### config.mk
export PLATFORM = sky130hd
export DESIGN_NAME = cla_add_scheduler
export DESIGN_NICKNAME = d
export VERILOG_FILES = /design/src/rtl/cla_add_scheduler_pkg.sv /design/src/rtl/cla_add_scheduler_cla.sv /design/src/rtl/cla_add_scheduler.sv
export SDC_FILE = /design/constraint.sdc
export NUM_CORES = 1
export LEC_CHECK = 0
export CAP_MARGIN = 20
export CORE_UTILIZATION = 47
export CTS_CLUSTER_DIAMETER = 150
export DETAILED_ROUTE_END_ITERATION = 7
export PLACE_DENSITY = 0.81
export SLEW_MARGIN = 20
export SYNTH_ARGS = -nofsm -noshare
export SYNTH_HDL_FRONTEND = slang
export SYNTH_SLANG_ARGS = --single-unit
### constraint.sdc
create_clock -name clk -period 6.65 [get_ports clk]
set_input_delay 1.33 -clock clk [delete_from_list [all_inputs] [get_ports clk]]
set_output_delay 1.33 -clock clk [all_outputs]
set_load 0.05 [all_outputs]
### src/rtl/cla_add_scheduler_pkg.sv
// Shared definitions for the word-serial CLA add scheduler.
//   CLA_WORD_W : width of the shared carry-lookahead adder
//   state_e    : scheduler FSM encoding (S_IDLE / S_RUN / S_DONE)
//   rr_pick    : round-robin pick of the first valid requester at or above ptr
package cla_add_scheduler_pkg;

  localparam int CLA_WORD_W = 32;

  typedef enum logic [1:0] {
    S_IDLE = 2'd0,
    S_RUN  = 2'd1,
    S_DONE = 2'd2
  } state_e;

  // Searches valid[ptr], valid[ptr+1], ... with wrap at nreq (nreq <= 8).
  // Returns ptr when nothing is valid; callers qualify with |valid.
  function automatic logic [2:0] rr_pick(input logic [7:0] valid,
                                         input logic [2:0] ptr,
                                         input int         nreq);
    logic [2:0] pick;
    bit         found;
    int         idx;
    pick  = ptr;
    found = 1'b0;
    for (int i = 0; i < 8; i++) begin
      if (i < nreq && !found) begin
        idx = (int'(ptr) + i) % nreq;
        if (valid[idx]) begin
          pick  = 3'(idx);
          found = 1'b1;
        end
      end
    end
    return pick;
  endfunction

endpackage

### src/rtl/cla_add_scheduler_cla.sv
// 32-bit carry-lookahead adder shared by the scheduler.
// Ports:
//   a, b   : CLA_WORD_W-bit operands
//   ini_c  : carry-in
//   sum    : a + b + ini_c (low CLA_WORD_W bits)
//   carry  : carry-out of the top bit
// Built from 4-bit lookahead groups with group generate/propagate chained
// across groups.
module cla_add_scheduler_cla
  import cla_add_scheduler_pkg::*;
(
  input  logic [CLA_WORD_W-1:0] a,
  input  logic [CLA_WORD_W-1:0] b,
  input  logic                  ini_c,
  output logic [CLA_WORD_W-1:0] sum,
  output logic                  carry
);

  localparam int NG = CLA_WORD_W / 4;

  function automatic logic [CLA_WORD_W:0] cla_word(input logic [CLA_WORD_W-1:0] x,
                                                   input logic [CLA_WORD_W-1:0] y,
                                                   input logic                  ci);
    logic [CLA_WORD_W-1:0] g, p, c;
    logic [NG:0]           gc;
    logic                  gg, gp;
    int                    j;
    g     = x & y;
    p     = x ^ y;
    c     = '0;
    gc    = '0;
    gc[0] = ci;
    for (int i = 0; i < NG; i++) begin
      j = 4 * i;
      // Carries inside the group come straight from the group carry-in.
      c[j]   = gc[i];
      c[j+1] = g[j] | (p[j] & gc[i]);
      c[j+2] = g[j+1] | (p[j+1] & g[j]) | (p[j+1] & p[j] & gc[i]);
      c[j+3] = g[j+2] | (p[j+2] & g[j+1]) | (p[j+2] & p[j+1] & g[j])
             | (p[j+2] & p[j+1] & p[j] & gc[i]);
      gg = g[j+3] | (p[j+3] & g[j+2]) | (p[j+3] & p[j+2] & g[j+1])
         | (p[j+3] & p[j+2] & p[j+1] & g[j]);
      gp = &p[j +: 4];
      gc[i+1] = gg | (gp & gc[i]);
    end
    return {gc[NG], p ^ c};
  endfunction

  assign {carry, sum} = cla_word(a, b, ini_c);

endmodule

### src/rtl/cla_add_scheduler.sv
// Round-robin scheduler that shares one 32-bit CLA between NREQ requesters
// and performs NWORDS*32-bit additions one word per cycle, low word first.
// Ports:
//   clk, rst             : clock, synchronous active-high reset
//   req_valid/req_ready  : per-requester request handshake (ready is a one-hot grant)
//   req_a, req_b         : packed operands, requester r at [r*W +: W]
//   req_cin, req_sub     : carry-in and subtract select per requester
//   rsp_valid/rsp_ready  : result handshake
//   rsp_sum, rsp_cout    : W-bit result and carry-out of the top word
//   rsp_id               : requester index that owns the result
//   busy                 : FSM not in IDLE
// Optional feature: define CLA_SCHED_SUB_EN to honour req_sub (A - B via
// inverted B and forced carry-in); otherwise req_sub is ignored.
module cla_add_scheduler
  import cla_add_scheduler_pkg::*;
#(
  parameter  int NWORDS = 2,
  parameter  int NREQ   = 2,
  localparam int W      = CLA_WORD_W * NWORDS,
  localparam int IW     = (NREQ > 1) ? $clog2(NREQ) : 1
) (
  input  logic              clk,
  input  logic              rst,
  input  logic [NREQ-1:0]   req_valid,
  output logic [NREQ-1:0]   req_ready,
  input  logic [NREQ*W-1:0] req_a,
  input  logic [NREQ*W-1:0] req_b,
  input  logic [NREQ-1:0]   req_cin,
  input  logic [NREQ-1:0]   req_sub,
  output logic              rsp_valid,
  input  logic              rsp_ready,
  output logic [W-1:0]      rsp_sum,
  output logic              rsp_cout,
  output logic [IW-1:0]     rsp_id,
  output logic              busy
);

  localparam int KW = (NWORDS > 1) ? $clog2(NWORDS) : 1;

  state_e          state, state_d;
  logic [IW-1:0]   rr_ptr;
  logic [IW-1:0]   grant_idx;
  logic            any_req;
  logic [KW-1:0]   k;
  logic            last_word;

  logic [W-1:0]    a_p0, b_p0;
  logic            cin_p0, sub_p0;
  logic            carry_p1;

  logic [CLA_WORD_W-1:0] a_word, b_word, sum_word;
  logic                  ini_c, carry_word;

  assign any_req   = |req_valid;
  assign grant_idx = IW'(rr_pick(8'(req_valid), 3'(rr_ptr), NREQ));
  assign last_word = (k == KW'(NWORDS - 1));
  assign busy      = (state != S_IDLE);

  always_comb begin
    req_ready = '0;
    if (state == S_IDLE && !rst && any_req)
      req_ready[grant_idx] = 1'b1;
  end

  always_comb begin
    state_d = state;
    case (state)
      S_IDLE:  if (any_req)   state_d = S_RUN;
      S_RUN:   if (last_word) state_d = S_DONE;
      S_DONE:  if (rsp_ready) state_d = S_IDLE;
      default:                state_d = S_IDLE;
    endcase
  end

  // Stage p0: operands captured in the accept cycle
  always_ff @(posedge clk) begin
    if (state == S_IDLE && any_req) begin
      a_p0   <= req_a[int'(grant_idx) * W +: W];
      b_p0   <= req_b[int'(grant_idx) * W +: W];
      cin_p0 <= req_cin[grant_idx];
      sub_p0 <= req_sub[grant_idx];
    end
  end

  assign a_word = a_p0[CLA_WORD_W * int'(k) +: CLA_WORD_W];

`ifdef CLA_SCHED_SUB_EN
  assign b_word = sub_p0 ? ~b_p0[CLA_WORD_W * int'(k) +: CLA_WORD_W]
                         :  b_p0[CLA_WORD_W * int'(k) +: CLA_WORD_W];
  assign ini_c  = (k == '0) ? (sub_p0 | cin_p0) : carry_p1;
`else
  logic unused_sub;
  assign unused_sub = sub_p0;
  assign b_word = b_p0[CLA_WORD_W * int'(k) +: CLA_WORD_W];
  assign ini_c  = (k == '0) ? cin_p0 : carry_p1;
`endif

  cla_add_scheduler_cla u_cla (
    .a     (a_word),
    .b     (b_word),
    .ini_c (ini_c),
    .sum   (sum_word),
    .carry (carry_word)
  );

  // Stage p1: one word per RUN cycle; carry chains to the next word
  always_ff @(posedge clk) begin
    if (rst) begin
      state     <= S_IDLE;
      rr_ptr    <= '0;
      k         <= '0;
      carry_p1  <= 1'b0;
      rsp_valid <= 1'b0;
      rsp_sum   <= '0;
      rsp_cout  <= 1'b0;
      rsp_id    <= '0;
    end else begin
      state <= state_d;
      case (state)
        S_IDLE: begin
          if (any_req) begin
            rr_ptr <= IW'((int'(grant_idx) + 1) % NREQ);
            k      <= '0;
            rsp_id <= grant_idx;
          end
        end
        S_RUN: begin
          rsp_sum[CLA_WORD_W * int'(k) +: CLA_WORD_W] <= sum_word;
          carry_p1 <= carry_word;
          if (last_word) begin
            rsp_cout  <= carry_word;
            rsp_valid <= 1'b1;
          end else begin
            k <= k + 1'b1;
          end
        end
        S_DONE: begin
          if (rsp_ready) rsp_valid <= 1'b0;
        end
        default: ;
      endcase
    end
  end

endmodule

==> impl_metrics.env <==
export IMPL_synth_area_mux_share_pct=21.6
export IMPL_path_cells="clkdlybuf4s50_1 > o21bai_1 > inv_4 > and3_1 > clkdlybuf4s50_1"
export IMPL_track_usage_pct=23.2
export IMPL_synth_compound_area_share_pct=9.41
export IMPL_max_slew_margin_pct=30.6
export IMPL_diodes=0
export IMPL_synth_fa_ha_area_share_pct=5.48
export IMPL_met1_usage_pct=29.2
export IMPL_synth_xor_area_share_pct=1.09
export IMPL_setup_tns_ns=0
export IMPL_dpl_hpwl_mm=19.7
export IMPL_critical_path_class="in2out"
export IMPL_wl_per_cell_um=18.1
export IMPL_die_area_sq_um=22700
export IMPL_synth_avg_cell_area_sq_um=12.1
export IMPL_pre_cts_slack_ns=1.61
export IMPL_leakage_uw=0.00522
export IMPL_cts_max_level=1
export IMPL_cts_made_buffers=21
export IMPL_ys_top_cells_by_area="edfxtp_1 37%, mux2_2 21%, dfxtp_1 14%"
export IMPL_max_freq_mhz=199
export IMPL_gp_congestion=0.876
export IMPL_wirelength_mm=26.6
export IMPL_ctsLongestPathBuffers=3
export IMPL_yosysMostFrequentCell="mux2_2"
export IMPL_setup_slack_ns=1.62
export IMPL_syn_inst=862
export IMPL_grt_pass1_vias=7836
export IMPL_fin_nets=1477
export IMPL_synthTopCellsByCount="191 x mux2_2, 129 x edfxtp_1, 76 x nand2_1, 72 x dfxtp_1, 60 x a21oi_1"
export IMPL_avgViaCountPerCell=5.49
export IMPL_final_layout_size_suffix_gt1_share_pct=21.0
export IMPL_synthSimpleGateAreaFrac_pct=8.93
export IMPL_cts_resized=0
export IMPL_busiest_layer="met2"
export IMPL_yosysTopAreaCell="edfxtp_1"
export IMPL_cts_hold_buf=0
export IMPL_grt_use_met2_pct=39.9
export IMPL_synthArstFlopShare_pct=0
export IMPL_cts_sinks=201
export IMPL_area_delta_synth_final_pct=40.1
export IMPL_period_needed_ns=5.03
export IMPL_hold_ws_ns=0.454
export IMPL_clock_root_buffer="clkbuf_16"
export IMPL_drv_cap=0
export IMPL_synth_top_family_by_area="multiplexers"
export IMPL_synthFlopType="edfxtp_1"
export IMPL_tightestPinTransition_ns=1.04
export IMPL_cp_start_kind="primary input"
export IMPL_gr_total_overflow=0
export IMPL_cts_setup_buffers=0
export IMPL_drc=1
export IMPL_ir_drop_mv=0.150
export IMPL_status="finished, violations left"
export IMPL_ys_seq_area_share_pct=51.1
export IMPL_max_stage_delay_ns=0.71
export IMPL_portBuffers=332
export IMPL_critPathCaptureType="primary output"
export IMPL_ant_nets=0
export IMPL_grtUsageMet3_pct=4.94
export IMPL_core_sq_um=21800
export IMPL_vias=8043
export IMPL_grt_start_max_net_pins=83
export IMPL_hp_class="reg2reg"
export IMPL_synth_cell_types=61
export IMPL_start_util_pct=47.8
export IMPL_ios=335
export IMPL_syn_area_sq_um=10400
export IMPL_cpLargestDelayFamily="buffers and inverters"
export IMPL_rows=54
export IMPL_finalSetupViolCount=0
export IMPL_fin_util_pct=67.0
export IMPL_period_share_pct=75.7
export IMPL_yosys_warnings=0
export IMPL_slowest_stage="clkdlybuf4s50_1"
export IMPL_dr_pass1_iters=7
export IMPL_antenna_found_initial=0
export IMPL_required_ns=5.32
export IMPL_rsz0062_at_grt="no"
export IMPL_cp_num_buf_inv=3
export IMPL_die_x_um=151
export IMPL_insertion_delay_ns=0.49
export IMPL_synth_edf_count=129
export IMPL_violations="DRC"
export IMPL_path_clk_slew_ns=0.06
export IMPL_critPathMaxFanout=50
export IMPL_grt_pass1_wl_mm=40.5
export IMPL_ys_seq_elements=201
export IMPL_cp_data_arrival_time_ns=3.70
export IMPL_slew_violations=0
export IMPL_path_common_cell="clkdlybuf4s50_1"
export IMPL_drtIter0Drc=440
export IMPL_synth_nets=1167
export IMPL_p_per_area_nw_per_um2=283
export IMPL_dieHeight_um=151
export IMPL_hold_violations=0
export IMPL_tritoncts="yes"
export IMPL_yosysTopAreaCellShare_pct=37.2
export IMPL_skew_ns=0.00538
export IMPL_fillCellCount=1628
[cell families after synthesis]
| logic type | Yosys count |
|---|---|
| buf+inv | 64 |
| fa+ha+maj | 41 |
| mux | 200 |
| compound gates | 146 |
| simple gates | 197 |
| flops | 201 |
| xor+xnor | 13 |
[registers in the layout, summed over array words and instances, names as in the netlist]
name	count
rsp_cout	1
k	1
rr_ptr	1
rsp_valid	1
state	2
carry_p1	1
a_p0	64
b_p0	64
rsp_sum	64
rsp_id	1
cin_p0	1
[metrics by stage]
stage | std cells | power (uW) | area, sq um
after CTS | 1466 | 4150 | 14600
after detailed placement | 1429 | 3060 | 13900
after global routing | 1466 | 4340 | 14600
after floorplan | 862 | 2540 | 10400
after global placement | 1429 | 3030 | 13900
final | 1466 | 4130 | 14600
[worst min-delay path, delay by kind of cell, from the launching register on]
kind / cells / cell delay (ns)
compound gates: 1 / 0.05
flops: 1 / 0.31
simple gates: 1 / 0.05
[layout make-up]
class / count / area [sq um] / area share [%]
sequential: 201 / 5320 / 36.5
clock inverter: 6 / 33.8 / 0.232
timing repair buffer: 339 / 3370 / 23.1
multi-input combinational: 597 / 4850 / 33.3
clock buffer: 31 / 604 / 4.14
inverter: 12 / 47.5 / 0.326
tap: 280 / 350 / 2.40
[layer usage]
layer  routed length [um]  share of wire [%]
met3                 1920                7.2
met4                  685                2.6
met1                10700                 40
met2                13300                 50
met5                    0                  0
[power breakdown]
part	leakage, uW	total [uW]	switching [uW]	internal, uW
sequential	0.00185	1590	71.1	1520
combinational	0.00305	1460	825	630
clock	0.000321	1080	456	628
total	0.00522	4130	1350	2780
[layout by cell type, fill, tap and decap left out, drive strengths merged, types with 3 or more instances in the layout]
master and count:
a21o 6, o21ai 14, nor3b 3, nand3 23
ha 32, a211o 3, and2 3, nor2b 5
mux2 192, nand2b 5, edfxtp 129, a31oi 10
dfxtp 72, xnor2 12, o211ai 5, clkbuf 31
and4 3, o2111ai 8, clkdlybuf4s50 331, a21oi 60
nor2 41, fa 8, or4 6, buf 8
inv 12, clkinv 6, nor3 11, and3 8
mux2i 8, a211oi 17, nand2 76
[path summary, 6_finish.rpt]
| kind | cells past startpoint | end | startpoint | slack, ns |
|---|---|---|---|---|
| max | 5 | req_ready[1] | req_valid[0] | 1.62 |
| min | 2 | rsp_sum[48] | rsp_sum[48] | 0.45 |
| max reg2reg | 12 | rsp_sum[61] | k | 1.90 |
| min reg2reg | 2 | rsp_sum[48] | rsp_sum[48] | 0.45 |
Power figures use the tool's default switching activity.
